### config.mk
export PLATFORM = sky130hd
export DESIGN_NAME = fighter_fsm_flat
export DESIGN_NICKNAME = d
export VERILOG_FILES = /design/src/rtl/fighter_fsm_if.sv /design/src/rtl/fighter_fsm.sv /design/src/flat_wrapper.sv
export SDC_FILE = /design/constraint.sdc
export NUM_CORES = 1
export LEC_CHECK = 0
export BUFFER_PORTS_ARGS = -buffer_cell sky130_fd_sc_hd__buf_2
export CORE_AREA = 3 3 40 42
export CTS_CLUSTER_DIAMETER = 120
export DETAILED_ROUTE_END_ITERATION = 12
export DIE_AREA = 0 0 43 45
export GPL_TIMING_DRIVEN = 0
export PLACE_DENSITY_LB_ADDON = 0.12
export SLEW_MARGIN = 20
export SYNTH_ARGS = -nofsm -noshare
export SYNTH_HDL_FRONTEND = slang
export SYNTH_SLANG_ARGS = --single-unit
### constraint.sdc
create_clock -name clk -period 2.6 [get_ports clk]
set_input_delay 0.52 -clock clk [delete_from_list [all_inputs] [get_ports clk]]
set_output_delay 0.52 -clock clk [all_outputs]
set_load 0.02 [all_outputs]
### src/rtl/fighter_fsm_if.sv
// Fighter control/status bundle: per-cycle actions and opponent state in, own position/lives/KO/hit out.
// The bench or arena logic holds the master side; the fighter itself is the slave.
interface fighter_fsm_if #(
    parameter int NUM_POS   = 3,
    parameter int MAX_LIVES = 3
) ();
    localparam int POS_W  = $clog2(NUM_POS + 1);
    localparam int LIFE_W = $clog2(MAX_LIVES + 1);

    logic              control;
    logic [2:0]        act_self;
    logic [2:0]        act_opp;
    logic [POS_W-1:0]  pos_opp;
    logic [LIFE_W-1:0] lives_opp;
    logic [POS_W-1:0]  pos;
    logic [LIFE_W-1:0] lives;
    logic              ko;
    logic              hit;

    modport master (
        output control, act_self, act_opp, pos_opp, lives_opp,
        input  pos, lives, ko, hit
    );

    modport slave (
        input  control, act_self, act_opp, pos_opp, lives_opp,
        output pos, lives, ko, hit
    );
endinterface

### src/rtl/fighter_fsm.sv
// Per-player fighter: registered position, lives, rest-heal counter, KO state and hit pulse.
// Optional macro FIGHTER_KNOCKBACK_EN: a landed kick also pushes the fighter back one position.
module fighter_fsm #(
    parameter int NUM_POS     = 3,
    parameter int MAX_LIVES   = 3,
    parameter int PUNCH_RANGE = 1,
    parameter int KICK_RANGE  = 2,
    parameter int REST_CYCLES = 2,
    parameter int SIDE        = 0
) (
    input  logic          clk,
    input  logic          reset,
    fighter_fsm_if.slave  bus
);
    localparam int POS_W  = $clog2(NUM_POS + 1);
    localparam int LIFE_W = $clog2(MAX_LIVES + 1);
    localparam int REST_W = $clog2(REST_CYCLES + 1);
    localparam int GAP_W  = $clog2(2 * NUM_POS + 2);

    localparam logic [2:0] ACT_KICK  = 3'b000;
    localparam logic [2:0] ACT_PUNCH = 3'b001;
    localparam logic [2:0] ACT_REST  = 3'b010;
    localparam logic [2:0] ACT_JUMP  = 3'b011;
    localparam logic [2:0] ACT_LEFT  = 3'b100;
    localparam logic [2:0] ACT_RIGHT = 3'b101;

    typedef enum logic {
        ST_FIGHT = 1'b0,
        ST_KO    = 1'b1
    } state_t;

    state_t            r_state;
    logic [POS_W-1:0]  r_pos;
    logic [LIFE_W-1:0] r_lives;
    logic [REST_W-1:0] r_rest;
    logic              r_hit;

    logic [GAP_W-1:0]  w_gap;
    logic              w_update;
    logic              w_fwd;
    logic              w_back;
    logic              w_kick_hit;
    logic              w_punch_hit;
    logic              w_hit;
    logic [POS_W-1:0]  w_pos_nx;
    logic [LIFE_W-1:0] w_lives_nx;
    logic [REST_W-1:0] w_rest_nx;
    logic              w_hit_nx;

    // Gap is measured edge-to-edge, so it uses our pre-move position and the opponent's current one.
    assign w_gap       = GAP_W'(2 * NUM_POS + 1) - GAP_W'(r_pos) - GAP_W'(bus.pos_opp);
    assign w_update    = bus.control && (r_lives != LIFE_W'(0)) && (bus.lives_opp != LIFE_W'(0));
    assign w_fwd       = (SIDE == 0) ? (bus.act_self == ACT_RIGHT) : (bus.act_self == ACT_LEFT);
    assign w_back      = (SIDE == 0) ? (bus.act_self == ACT_LEFT)  : (bus.act_self == ACT_RIGHT);
    assign w_kick_hit  = (bus.act_opp == ACT_KICK) && (int'(w_gap) <= KICK_RANGE)
                         && (bus.act_self != ACT_JUMP);
    assign w_punch_hit = (bus.act_opp == ACT_PUNCH) && (int'(w_gap) <= PUNCH_RANGE);
    assign w_hit       = w_kick_hit || w_punch_hit;

    // Next position, lives and rest count for one enabled update; everything holds otherwise.
    always_comb begin
        w_pos_nx   = r_pos;
        w_lives_nx = r_lives;
        w_rest_nx  = r_rest;
        w_hit_nx   = 1'b0;
        if (w_update) begin
`ifdef FIGHTER_KNOCKBACK_EN
            if (w_kick_hit) begin
                w_pos_nx = (r_pos > POS_W'(1)) ? (r_pos - POS_W'(1)) : r_pos;
            end else if (w_fwd && (r_pos < POS_W'(NUM_POS))) begin
                w_pos_nx = r_pos + POS_W'(1);
            end else if (w_back && (r_pos > POS_W'(1))) begin
                w_pos_nx = r_pos - POS_W'(1);
            end else begin
                w_pos_nx = r_pos;
            end
`else
            if (w_fwd && (r_pos < POS_W'(NUM_POS))) begin
                w_pos_nx = r_pos + POS_W'(1);
            end else if (w_back && (r_pos > POS_W'(1))) begin
                w_pos_nx = r_pos - POS_W'(1);
            end else begin
                w_pos_nx = r_pos;
            end
`endif
            if (w_hit) begin
                w_lives_nx = (r_lives != LIFE_W'(0)) ? (r_lives - LIFE_W'(1)) : r_lives;
                w_rest_nx  = REST_W'(0);
                w_hit_nx   = 1'b1;
            end else if (bus.act_self == ACT_REST) begin
                if (r_rest == REST_W'(REST_CYCLES - 1)) begin
                    w_rest_nx  = REST_W'(0);
                    w_lives_nx = (r_lives < LIFE_W'(MAX_LIVES)) ? (r_lives + LIFE_W'(1)) : r_lives;
                end else begin
                    w_rest_nx  = r_rest + REST_W'(1);
                    w_lives_nx = r_lives;
                end
            end else begin
                w_rest_nx = REST_W'(0);
            end
        end else begin
            w_hit_nx = 1'b0;
        end
    end

    // Fighter state register: KO is entered on the same edge lives reach zero and only reset leaves it.
    always_ff @(posedge clk or negedge reset) begin
        if (!reset) begin
            r_state <= ST_FIGHT;
            r_pos   <= POS_W'(1);
            r_lives <= LIFE_W'(MAX_LIVES);
            r_rest  <= REST_W'(0);
            r_hit   <= 1'b0;
        end else begin
            case (r_state)
                ST_FIGHT: r_state <= (w_lives_nx == LIFE_W'(0)) ? ST_KO : ST_FIGHT;
                ST_KO:    r_state <= ST_KO;
                default:  r_state <= ST_FIGHT;
            endcase
            r_pos   <= w_pos_nx;
            r_lives <= w_lives_nx;
            r_rest  <= w_rest_nx;
            r_hit   <= w_hit_nx;
        end
    end

    assign bus.pos   = r_pos;
    assign bus.lives = r_lives;
    assign bus.ko    = (r_state == ST_KO);
    assign bus.hit   = r_hit;
endmodule

### src/flat_wrapper.sv
// flat-port wrapper written by rule: the top's interface ports become plain ports
module fighter_fsm_flat 
#(
    parameter int NUM_POS     = 3,
    parameter int MAX_LIVES   = 3,
    parameter int PUNCH_RANGE = 1,
    parameter int KICK_RANGE  = 2,
    parameter int REST_CYCLES = 2,
    parameter int SIDE        = 0
)
  (clk, reset, bus_control, bus_act_self, bus_act_opp, bus_pos_opp, bus_lives_opp, bus_pos, bus_lives, bus_ko, bus_hit);
  fighter_fsm_if #(.NUM_POS(NUM_POS), .MAX_LIVES(MAX_LIVES)) bus_i ();
  input  logic clk;
  input  logic reset;
  input wire logic [$bits(bus_i.control)-1:0] bus_control;
  input wire logic [$bits(bus_i.act_self)-1:0] bus_act_self;
  input wire logic [$bits(bus_i.act_opp)-1:0] bus_act_opp;
  input wire logic [$bits(bus_i.pos_opp)-1:0] bus_pos_opp;
  input wire logic [$bits(bus_i.lives_opp)-1:0] bus_lives_opp;
  output wire logic [$bits(bus_i.pos)-1:0] bus_pos;
  output wire logic [$bits(bus_i.lives)-1:0] bus_lives;
  output wire logic [$bits(bus_i.ko)-1:0] bus_ko;
  output wire logic [$bits(bus_i.hit)-1:0] bus_hit;
  assign bus_i.control = bus_control;
  assign bus_i.act_self = bus_act_self;
  assign bus_i.act_opp = bus_act_opp;
  assign bus_i.pos_opp = bus_pos_opp;
  assign bus_i.lives_opp = bus_lives_opp;
  assign bus_pos = bus_i.pos;
  assign bus_lives = bus_i.lives;
  assign bus_ko = bus_i.ko;
  assign bus_hit = bus_i.hit;
  fighter_fsm #(.NUM_POS(NUM_POS), .MAX_LIVES(MAX_LIVES), .PUNCH_RANGE(PUNCH_RANGE), .KICK_RANGE(KICK_RANGE), .REST_CYCLES(REST_CYCLES), .SIDE(SIDE)) u_core (.clk(clk), .reset(reset), .bus(bus_i));
endmodule
# After elaboration in Yosys (flattened, before gate mapping)
# Index checks and enable logic that the tools add are counted.
[totals]
ff_bits = 8
latch_bits = 0
ram_bits = 0
rom_bits = 0
wordCells = 53
memories = 0
[op_classes]
add_sub_neg = 7
multipliers = 0
n_div = 0
n_lt_le_gt_ge = 5
eq_ne = 6
shifts = 0
muxes = 15
bitwise = 1
reduce_logical = 14
[ops]
columns = ["op", "n"]
rows = [
  ["$mux W2", 11],
  ["$logic_and A1 B1 Y1", 7],
  ["$add A2 B1 Y2 const B", 3],
  ["$eq A3 B3 Y1 const B", 2],
  ["$reduce_bool A2 Y1", 3],
  ["$lt A2 B2 Y1 const B", 2],
  ["$sub A2 B1 Y2 const B", 2],
  ["$eq A3 B1 Y1 const B", 1],
  ["$eq A3 B2 Y1 const B", 1],
  ["$le A3 B1 Y1 const B", 1],
  ["$le A3 B2 Y1 const B", 1],
  ["$logic_not A3 Y1", 1],
  ["$mux W1", 3],
  ["$ne A3 B2 Y1 const B", 1],
  ["$sub A3 B2 Y3", 1],
  ["$sub A3 B2 Y3 const A", 1],
  ["$eq A2 B1 Y1 const B", 1],
  ["$gt A2 B1 Y1 const B", 1],
  ["$logic_not A2 Y1", 1],
  ["$pmux W1 S2", 1],
  ["$reduce_and A2 Y1", 1],
  ["$logic_or A1 B1 Y1", 1],
  ["$not A1 Y1", 1],
]

# Logic depth before layout (Yosys ltp)
[logic_depth]
word_depth = 11
depth_mapped = 7
ltp_nobuf = 7

# Least setup slack after synthesis
# OpenSTA, ideal clock, no wires.
[synth_path]
path_type = "reg2reg"
from = "reg u_core.r_pos[0], in the netlist u_core.bus.pos[0]"
to = "reg u_core.r_lives[0], in the netlist u_core.bus.lives[0]"
arrival_ns = 2.269
path_slack_ns = 0.243
path_stages_with_launch = 8
n_path_buf = 0
path_cell_list = "dfstp_2 -> ha_1 -> inv_1 -> fa_1 -> or3_1 -> a211o_1 -> a41o_2 -> or3_1"
[synth_via]
elab_chain_len = 8
word_cells_on_any_way = 10
[synth_lines]
columns = ["item", "line", "rtl"]
rows = [
  ["start, declared", "fighter_fsm.sv:33", "logic [POS_W-1:0] r_pos;"],
  ["start signal, assigned", "fighter_fsm.sv:120", "r_pos <= w_pos_nx;"],
  ["$sub A3 B2 Y3 * (2 in series)", "fighter_fsm.sv:51", "assign w_gap = GAP_W'(2 * NUM_POS + 1) - GAP_W'(r_pos) - GAP_W'(bus.pos_opp);"],
  ["$le A3 B2 Y1", "fighter_fsm.sv:55", "assign w_kick_hit = (bus.act_opp == ACT_KICK) && (int'(w_gap) <= KICK_RANGE)"],
  ["$logic_and A1 B1 Y1", "fighter_fsm.sv:55", ""],
  ["$logic_and A1 B1 Y1", "fighter_fsm.sv:56", "&& (bus.act_self != ACT_JUMP);"],
  ["$logic_or A1 B1 Y1 *", "fighter_fsm.sv:58", "assign w_hit = w_kick_hit || w_punch_hit;"],
  ["$mux W2 *", "fighter_fsm.sv:86", "if (w_hit) begin"],
  ["$mux W2 *", "fighter_fsm.sv:66", "if (w_update) begin"],
  ["via u_core.w_lives_nx[0]", "fighter_fsm.sv:46", "logic [LIFE_W-1:0] w_lives_nx;"],
  ["end signal, assigned", "fighter_fsm.sv:111", "r_lives <= LIFE_W'(MAX_LIVES);"],
  ["end signal, assigned", "fighter_fsm.sv:121", "r_lives <= w_lives_nx;"],
  ["end, declared", "fighter_fsm.sv:34", "logic [LIFE_W-1:0] r_lives;"],
]
# Mark *: on every way through the listed nets, which the timed path passes. The rest lies on a longest branch.
# A chain may end at the register's enable or synchronous reset.

# Worst setup path after layout
# Same ends and word-level chain as after synthesis.

==> run_results.csv <==
group,metric,value,unit
run_status,status,"completed",
setup_path,required,2770,ps
floorplanning,die_h,45,um
floorplanning,dieArea,1940,um^2
timing,finalSetupTns,0,ps
pwr,swShare,21.4,%
floorplanning,boundaryPins,19,
yosys,syn-num-nets,66,
yosys,syn_inst,49,
timing,skew,6.06,ps
timing,fin_crit_sh,93.9,%
timing,finalMaxSlewViolations,0,
setup_path,slowest_delay,580,ps
detailed_routing,routed_via_density,5.03,
final_layout,post-route-util,50.1,%
placement,dpl.cell_count,82,
global_route,grt_remaining_overflow,0,
final_layout,antenna_cells,0,
final_layout,stdcell_count,86,
pwr,leakage,0.319,nW
run,max_cap_viol_count,0,
clocking,cts_root_buf,"clkbuf_4",
setup_path,cp-end-kind,"flop",
final_layout,drive_above_1_share,39.4,%
detailed_routing,routed_wl,974,um
timing,setup_viol_count_final,0,
detailed_routing,wl_per_cell,11.3,um
clocking,cts_buffers,3,
global_route,grtUsageTotal,11.3,%
detailed_routing,drt_iter0_drc,4,
setup_path,cp_cell_sequence,"ha_1 > inv_1 > fa_1 > or3_1 > a211o_1 > and3b_1 > or3_1",
clocking,holdBufCountCts,0,
timing,max_freq,410,MHz
clocking,worstSkewPairLatency,250,ps
yosys,ys_seq_elements,8,
placement,pre_cts_ws,191,ps
timing,hold_viol,0,
pwr,internal-power,0.197,mW
timing,holdWs,96.1,ps
pwr,pwr-share-comb,10.1,%
detailed_routing,drcViolationCount,0,
clocking,ctsResizeCount,0,
clocking,cts_setup_buffers,0,
detailed_routing,ant_nets,0,
clocking,numClockSinks,8,
floorplanning,placementRows,13,
clocking,clk_pin_slew,60,ps
setup_path,crit_buf_inv,1,
clocking,htree_levels,1,
setup_path,cp_top_family,"simple AND/OR/NAND/NOR gates",
yosys,synthDistinctLibCells,27,
global_route,antenna_found_initial,0,
placement,place_congestion,0.688,
placement,io_buffers,18,
timing,slew_headroom,62.3,%
floorplanning,die_w,43,um
global_route,grt_pass1_vias,415,
yosys,synth.cell_area,509,um^2
clocking,cts_tree,"yes",
pwr,p_clk_share,40.0,%
setup_path,crit_type,"reg -> reg",
setup_path,cpMostUsedCell,"or3_1",
floorplanning,placeableCoreArea,1280,um^2
setup_path,path_max_fanout,7,
final_layout,syn_to_final_growth,26.5,%
setup_path,cp-start-kind,"flop",
global_route,grt_max_degree,9,
timing,worst_slack,159,ps
clocking,clockBufferDepth,2,
timing,final_period_minus_worst_setup_slack,2440,ps
setup_path,cp.arrival,2610,ps
floorplanning,start_util,39.6,%
pwr,irDropWorstVdd,0.000169,V
setup_path,crit_slowest_cell,"dfstp_2",
yosys,yosysWarningCount,0,
yosys,synth.top_cells.by_area,"dfrtp_1, dfstp_2, ha_1",
global_route,grt_pass1_wl,1.61,mm
pwr,p_seq_share,49.9,%
yosys,synth.avg_cell_area,10.4,um^2
yosys,yosysSeqAreaShare,40.0,%
yosys,yosysTopAreaCellShare,24.6,%
final_layout,final_nets,89,
pwr,powerDensity,388,nW/um^2
detailed_routing,num_vias,433,
detailed_routing,dr.pass1.iters,6,
timing,rsz0062_at_grt,"no",
placement,dp_hpwl,779,um
hold_path,hold_path_class,"in -> async",
pwr,p_sw,0.0535,mW
timing,worst_pin_slew,560,ps
yosys,synth_area_leader_cell,"dfrtp_1",
sequential cells by signal, summed over array words and instances (netlist names):
name              count
u_core.bus.ko         1
u_core.bus.lives      2
u_core.bus.hit        1
u_core.r_rest         2
u_core.bus.pos        2
per-layer routing:
layer	track usage (%)	wire, um	up-vias
met5	0	0	-
met2	18.3	442	16
met3	2.39	52	2
met1	13.1	454	195
met4	9.04	24	0
li1	-	-	220
final timing paths:
kind / start / end / slack, ps / depth (start not counted)
setup reg to reg: u_core.bus.pos[0] / u_core.bus.lives[0] / 160 / 7
min in group clk: u_core.bus.ko / u_core.bus.ko / 470 / 2
hold / removal: reset / u_core.bus.ko / 100 / 1
setup / recovery: u_core.bus.pos[0] / u_core.bus.lives[0] / 160 / 7
max in group asynchronous: reset / u_core.bus.lives[0] / 2260 / 1
hold reg to reg: u_core.bus.ko / u_core.bus.ko / 470 / 2
per-stage QoR:
step | power (mW) | instance area [um^2]
2_1_floorplan | 0.138 | 509
3_3_place_gp | 0.152 | 618
3_5_place_dp | 0.152 | 618
4_1_cts | 0.255 | 644
5_1_grt | 0.267 | 644
6_report | 0.250 | 644
layout make-up:
cell class | count | area [um^2]
inverter | 3 | 11.3
timing repair buffer | 18 | 90.1
sequential | 8 | 204
clock buffer | 4 | 26.3
tap | 15 | 18.8
multi-input combinational | 38 | 294
fill | 120 | 641
worst reg2reg max path: stages (launching register included):
cell	delay, ps
dfstp_2	580
ha_1	160
inv_1	40
fa_1	330
or3_1	310
a211o_1	340
and3b_1	220
or3_1	370
cells in the mapped netlist, drive strengths merged:
cell	instances
nor2	6
dfrtp	5
dfstp	3
ha	3
inv	3
o21ai	3
and3b	2
nand2	2
nor3	2
or3	2
xnor2	2
a211o	1
a21boi	1
a21oi	1
a31oi	1
a41o	1
and2	1
and4bb	1
fa	1
mux2i	1
nand2b	1
nor2b	1
nor3b	1
o21a	1
o31ai	1
or3b	1
or4b	1
power by group through the flow:
stage,combinational [mW],sequential (mW),clock [mW]
floorplan,0.0114,0.127,0
global placement,0.0253,0.127,0
CTS,0.0256,0.125,0.105
detailed placement,0.0255,0.127,0
finish,0.0253,0.125,0.100
global route,0.0290,0.125,0.113
placed cells by master, fill, tap and decap left out, types with 2 or more instances in the layout:
cell type / count
buf_2: 18
inv_1: 3
dfrtp_1: 5
ha_1: 3
nand2_1: 2
or3_1: 2
xnor2_1: 2
nor2_1: 6
clkbuf_4: 3
dfstp_2: 3
o21ai_0: 3
nor3_1: 2
and3b_1: 2
cell families after synthesis:
group           after synthesis  share of synthesized area [%]
flops                         8                           40.1
buf+inv                       3                           2.21
compound gates               10                           13.5
simple gates                 21                           27.5
mux                           1                           1.97
xor+xnor                      2                           3.44
fa+ha+maj                     4                           11.3
Note: power is estimated with default switching activity, not from simulation.
